`src/rtl/pc_source_pkg.sv`:
```
// rtl/pc_source_pkg.sv - shared types and constants for the PC source sequencer (PC_SOURCE_BRCNT_EN)
package pc_source_pkg;

   typedef enum logic {
      ST_RUN = 1'b0,
      ST_EXC = 1'b1
   } pc_state_e;

   localparam logic [1:0] EXC_OPCODE = 2'd0;
   localparam logic [1:0] EXC_OVF    = 2'd1;
   localparam logic [1:0] EXC_DIV0   = 2'd2;

   // Select width never drops below one bit, even for tiny source counts.
   function automatic int sel_w_f(input int num_src);
      return (num_src <= 2) ? 1 : $clog2(num_src);
   endfunction

endpackage

```
`src/rtl/pc_src_mux.sv`:
```
// rtl/pc_src_mux.sv - combinational NUM_SRC:1 selector with select-range flag
module pc_src_mux #(
   parameter int DATA_W  = 32,
   parameter int NUM_SRC = 4,
   parameter int SEL_W   = 2
) (
   input  logic [NUM_SRC*DATA_W-1:0] src_bus_i,
   input  logic [SEL_W-1:0]          sel_i,
   output logic [DATA_W-1:0]         data_o,
   output logic                      sel_valid_o
);

   // Unmatched selects fall through to zero, so no value can hold a latch.
   always_comb begin
      data_o = '0;
      for (int i = 0; i < NUM_SRC; i++) begin
         if (sel_i == SEL_W'(i)) begin
            data_o = src_bus_i[i*DATA_W +: DATA_W];
         end
      end
   end

   assign sel_valid_o = (int'(sel_i) < NUM_SRC);

endmodule

```
`src/rtl/pc_source_seq.sv`:
```
// rtl/pc_source_seq.sv - PC register with source select, branch gating, exceptions; PC_SOURCE_BRCNT_EN adds a branch counter
module pc_source_seq
   import pc_source_pkg::*;
#(
   parameter int                  DATA_W    = 32,
   parameter int                  NUM_SRC   = 4,
   parameter logic [DATA_W-1:0]   RESET_VEC = '0,
   parameter logic [DATA_W-1:0]   EXC_BASE  = DATA_W'(32'h0000_00FC),
   localparam int                 SEL_W     = sel_w_f(NUM_SRC)
) (
   input  logic                      clk,
   input  logic                      reset,
   input  logic [NUM_SRC*DATA_W-1:0] src_bus,
   input  logic [SEL_W-1:0]          pc_source,
   input  logic                      pc_write,
   input  logic                      pc_write_cond,
   input  logic                      zero,
   input  logic                      br_ne,
   input  logic                      exc_req,
   input  logic [1:0]                exc_code,
   input  logic                      eret,
   output logic [DATA_W-1:0]         pc,
   output logic [DATA_W-1:0]         pc_next,
   output logic [DATA_W-1:0]         epc,
`ifdef PC_SOURCE_BRCNT_EN
   output logic [15:0]               br_taken_cnt,
`endif
   output logic                      in_exc,
   output logic                      sel_err
);

   pc_state_e         state_q;
   logic [DATA_W-1:0] pc_q;
   logic [DATA_W-1:0] epc_q;
   logic              sel_err_q;
   logic              sel_valid;
   logic              br_take;
   logic              upd;

   pc_src_mux #(
      .DATA_W  (DATA_W),
      .NUM_SRC (NUM_SRC),
      .SEL_W   (SEL_W)
   ) u_mux (
      .src_bus_i   (src_bus),
      .sel_i       (pc_source),
      .data_o      (pc_next),
      .sel_valid_o (sel_valid)
   );

   assign br_take = pc_write_cond & (zero ^ br_ne);
   assign upd     = pc_write | br_take;

   always_ff @(posedge clk) begin
      if (!reset) begin
         state_q   <= ST_RUN;
         pc_q      <= RESET_VEC;
         epc_q     <= '0;
         sel_err_q <= 1'b0;
      end else begin
         case (state_q)
            ST_RUN: begin
               if (exc_req) begin
                  epc_q   <= pc_q;
                  pc_q    <= EXC_BASE + DATA_W'(exc_code);
                  state_q <= ST_EXC;
               end else if (upd) begin
                  if (sel_valid) pc_q <= pc_next;
                  else           sel_err_q <= 1'b1;
               end
            end
            ST_EXC: begin
               // Exceptions raised inside the handler are dropped, not queued.
               if (eret) begin
                  pc_q    <= epc_q;
                  state_q <= ST_RUN;
               end else if (upd) begin
                  if (sel_valid) pc_q <= pc_next;
                  else           sel_err_q <= 1'b1;
               end
            end
            default: state_q <= ST_RUN;
         endcase
      end
   end

   assign pc      = pc_q;
   assign epc     = epc_q;
   assign in_exc  = (state_q == ST_EXC);
   assign sel_err = sel_err_q;

`ifdef PC_SOURCE_BRCNT_EN
   logic [15:0] cnt_q;
   logic        br_load;

   // A branch only counts when it actually reaches the PC register.
   assign br_load = br_take & sel_valid &
                    ((state_q == ST_RUN) ? ~exc_req : ~eret);

   always_ff @(posedge clk) begin
      if (!reset)                          cnt_q <= '0;
      else if (br_load && cnt_q != 16'hFFFF) cnt_q <= cnt_q + 16'd1;
   end

   assign br_taken_cnt = cnt_q;
`endif

endmodule

```
`config.mk`:
```
export PLATFORM = sky130hd
export DESIGN_NAME = pc_source_seq
export DESIGN_NICKNAME = d
export VERILOG_FILES = /design/src/rtl/pc_source_pkg.sv /design/src/rtl/pc_src_mux.sv /design/src/rtl/pc_source_seq.sv
export SDC_FILE = /design/constraint.sdc
export NUM_CORES = 1
export LEC_CHECK = 0
export ABC_AREA = 1
export CAP_MARGIN = 15
export CORE_MARGIN = 5
export CORE_UTILIZATION = 42
export DETAILED_ROUTE_END_ITERATION = 16
export GPL_ROUTABILITY_DRIVEN = 0
export PLACE_DENSITY = 0.87
export SYNTH_ARGS = -nofsm -noshare
export SYNTH_HDL_FRONTEND = slang
export SYNTH_SLANG_ARGS = --single-unit
export TNS_END_PERCENT = 1
```
`constraint.sdc`:
```
create_clock -name clk -period 2 [get_ports clk]
set_input_delay 0.4 -clock clk [delete_from_list [all_inputs] [get_ports clk]]
set_output_delay 0.4 -clock clk [all_outputs]
set_load 0.01 [all_outputs]
```
==> impl_results.md <==
* Worst Path Arrival at 1.57 ns
* Layout overhead on the synthesized area at 70.9%
* Largest net degree at the start of global routing at 39
* Global-route wire length before repair at 26000 µm
* Critical path endpoint: pc_next[31]
* DR vias/cell at between 5 and 6
* Worst Path Required at ~1.6 ns
* VDD IR max at ~0.39 mV
* Setup CP Type: in -> out
* Die Span Y at roughly 110 µm
* Final setup fails at 0
* Fin cells at between 1000 and 1500
* H-tree depth at 3
* Gate Count Post-Synth at 680
* Clock skew at about 0.012 ns
* Core Box Area at 9730 µm²
* Total clock buffers created by CTS at 9
* FF-to-FF Start: in_exc$_SDFF_PN0_
* HPWL Detailed at around 13000 µm
* Residual DRC at 0
* Clk slew on worst S/H paths at ~0.08 ns
* Post-DRT Antenna Nets at 0
* Clk buf depth at 2
* Yosys reg bits at 65
* Syn avg cell area at just over 6 µm²
* Post-synth net total at 820
* Clock root buffer: clkbuf_8
* Starting density of the core at 0.428
* Detailed Routing Iterations Pass 1 at 5
* # rows at 36
* WL met2 at 8520 µm
* Via Count at between 5000 and 6000
* Max frequency at roughly 500 MHz
* DR WL/cell at 15.9 µm
* Most frequent cells in the layout: 202 x clkdlybuf4s50_1, 188 x nand2_1, 99 x inv_1, 96 x nand3_1, 67 x a21oi_1
* Initial DRC count at around 330
* Sequential area share after synthesis at 0.313
* Vias in the first global route at just over 5000
* Skew-Pair Late Insertion Delay at roughly 0.35 ns
* Grt ovf at 0
* Status: finished clean
* Fill count at 816
* Hold crit path type: reg -> reg
* R2r setup slk at 0.46 ns
* RSZ-0062 raised after global routing: false
* Layout Nets at 1078
* N_diodes at 0
* Max-slew violation count at 0
* DR top layer: met4
* Hold_buf cts at 0
* Post-route setup TNS at 0 ns
* Share of cells above drive strength 1 at 0.0933
* Most common cell after layout, fill and taps aside: clkdlybuf4s50_1
* Final-report hold violation count at 0
* M1 WL at 6540 µm
* DP Cell Count at about 1100
* Hold WS at about 0.47 ns
* Die X at 110 µm
* Power Density at a little under 600 nW/µm²
* GRT Overall Usage at 0.281
* Die Area at between 10000 and 15000 µm²
* Mapped cell area at ~4200 µm²
* Leakage power figure at 3.39 nW
* CP startpoint kind: input port
* Reg2reg end: pc[1]$_SDFF_PN0_
* Port buffer count at roughly 240
* Syn. warnings at 0
* CP max FO at 2
* CP Capture Type: output pin
* Yosys cell types at 26
* WL final at roughly 17000 µm
* CTS tree: yes
* Final period util at 0.984
* Reg2Reg Depth at 7
* Routed wl met3 at roughly 1600 µm
* IO Pins at 238
* Crit path from: src_bus[127]
* Initial antenna violation count at 0
* CTS sink count at 65
* Max Cap Viol at 0
* Minimum clock period after layout at 1.97 ns
* Min-delay src: pc[21]$_SDFF_PN0_
synthesized netlist by cell type (all sizes together):
library cell	number	area (µm²)
nand2	191	727
inv	102	385
nand3	96	480
a21oi	67	335
dfxtp	65	1300
o21ai	63	315
buf	33	240
or2	33	206
clkbuf	14	52.6
clkinv	5	18.8
nor2	5	58.8
a22o	2	17.5
and3	1	6.26
conb	1	3.75
nor3	1	5.00
o21a	1	7.51
worst max-delay path, cell delays in order:
cell,delay (ns)
clkdlybuf4s50_1,0.41
or2_2,0.32
nand2_2,0.12
inv_1,0.05
dlygate4sd2_1,0.27
where the power goes:
part           internal (mW)  leakage [nW]  total [mW]  switching (mW)
clock                  0.612         0.103        1.18           0.570
sequential              1.40         0.537        1.48          0.0791
combinational          0.804          2.75        1.51           0.702
timing repair:
action / in CTS / in global routing
pin swaps: 0 / 1
resized for setup: 27 / 13
buffers inserted: 0 / 0
setup endpoints to repair: 32 / 9
how the worst min path moves through the flow:
stage / end / cells after the start / slack, ns
6_report: epc[21]$_SDFFE_PN0P_ / 2 / 0.47
5_1_grt: pc[14]$_SDFF_PN0_ / 2 / 0.50
4_1_cts: epc[27]$_SDFFE_PN0P_ / 2 / 0.47
3_5_place_dp: epc[8]$_SDFFE_PN0P_ / 2 / 0.46
3_3_place_gp: epc[27]$_SDFFE_PN0P_ / 2 / 0.45
2_1_floorplan: epc[31]$_SDFFE_PN0P_ / 2 / 0.49
state kept, by name, summed over array words and instances (netlist names):
name and cells:
epc 32, in_exc 1, pc 32
logic make-up after synthesis:
family,share of synthesized area
other,0.000901
AO/OA/AOI/OAI,0.162
AND/OR/NAND/NOR,0.357
buffers and inverters,0.167
flip-flops,0.313
per-stage QoR:
step	util	power (mW)	area, µm²	setup slack [ns]
after floorplan	-	2.15	4160	0.541
after global placement	0.710	3.01	6910	-0.218
after detailed placement	0.710	3.04	6910	-0.208
after CTS	0.729	4.17	7090	-0.152
after global routing	0.731	4.38	7110	0.00264
final	0.731	4.17	7110	0.0324
metal layers:
layer  GRT usage  vias to the layer above
li1            -                     2659
met1       0.336                     2460
met2       0.493                      259
met3      0.0716                       31
met4      0.0846                        0
met5           0                        -
area by class of cell:
cell class / count / area [µm²] / area share
tap: 133 / 166 / 0.0234
multi-input combinational: 461 / 2170 / 0.304
clock inverter: 6 / 65.1 / 0.00915
clock buffer: 10 / 138 / 0.0193
sequential: 65 / 1300 / 0.183
inverter: 107 / 407 / 0.0572
timing repair buffer: 294 / 2870 / 0.404
(Power assumes the default switching activity.)
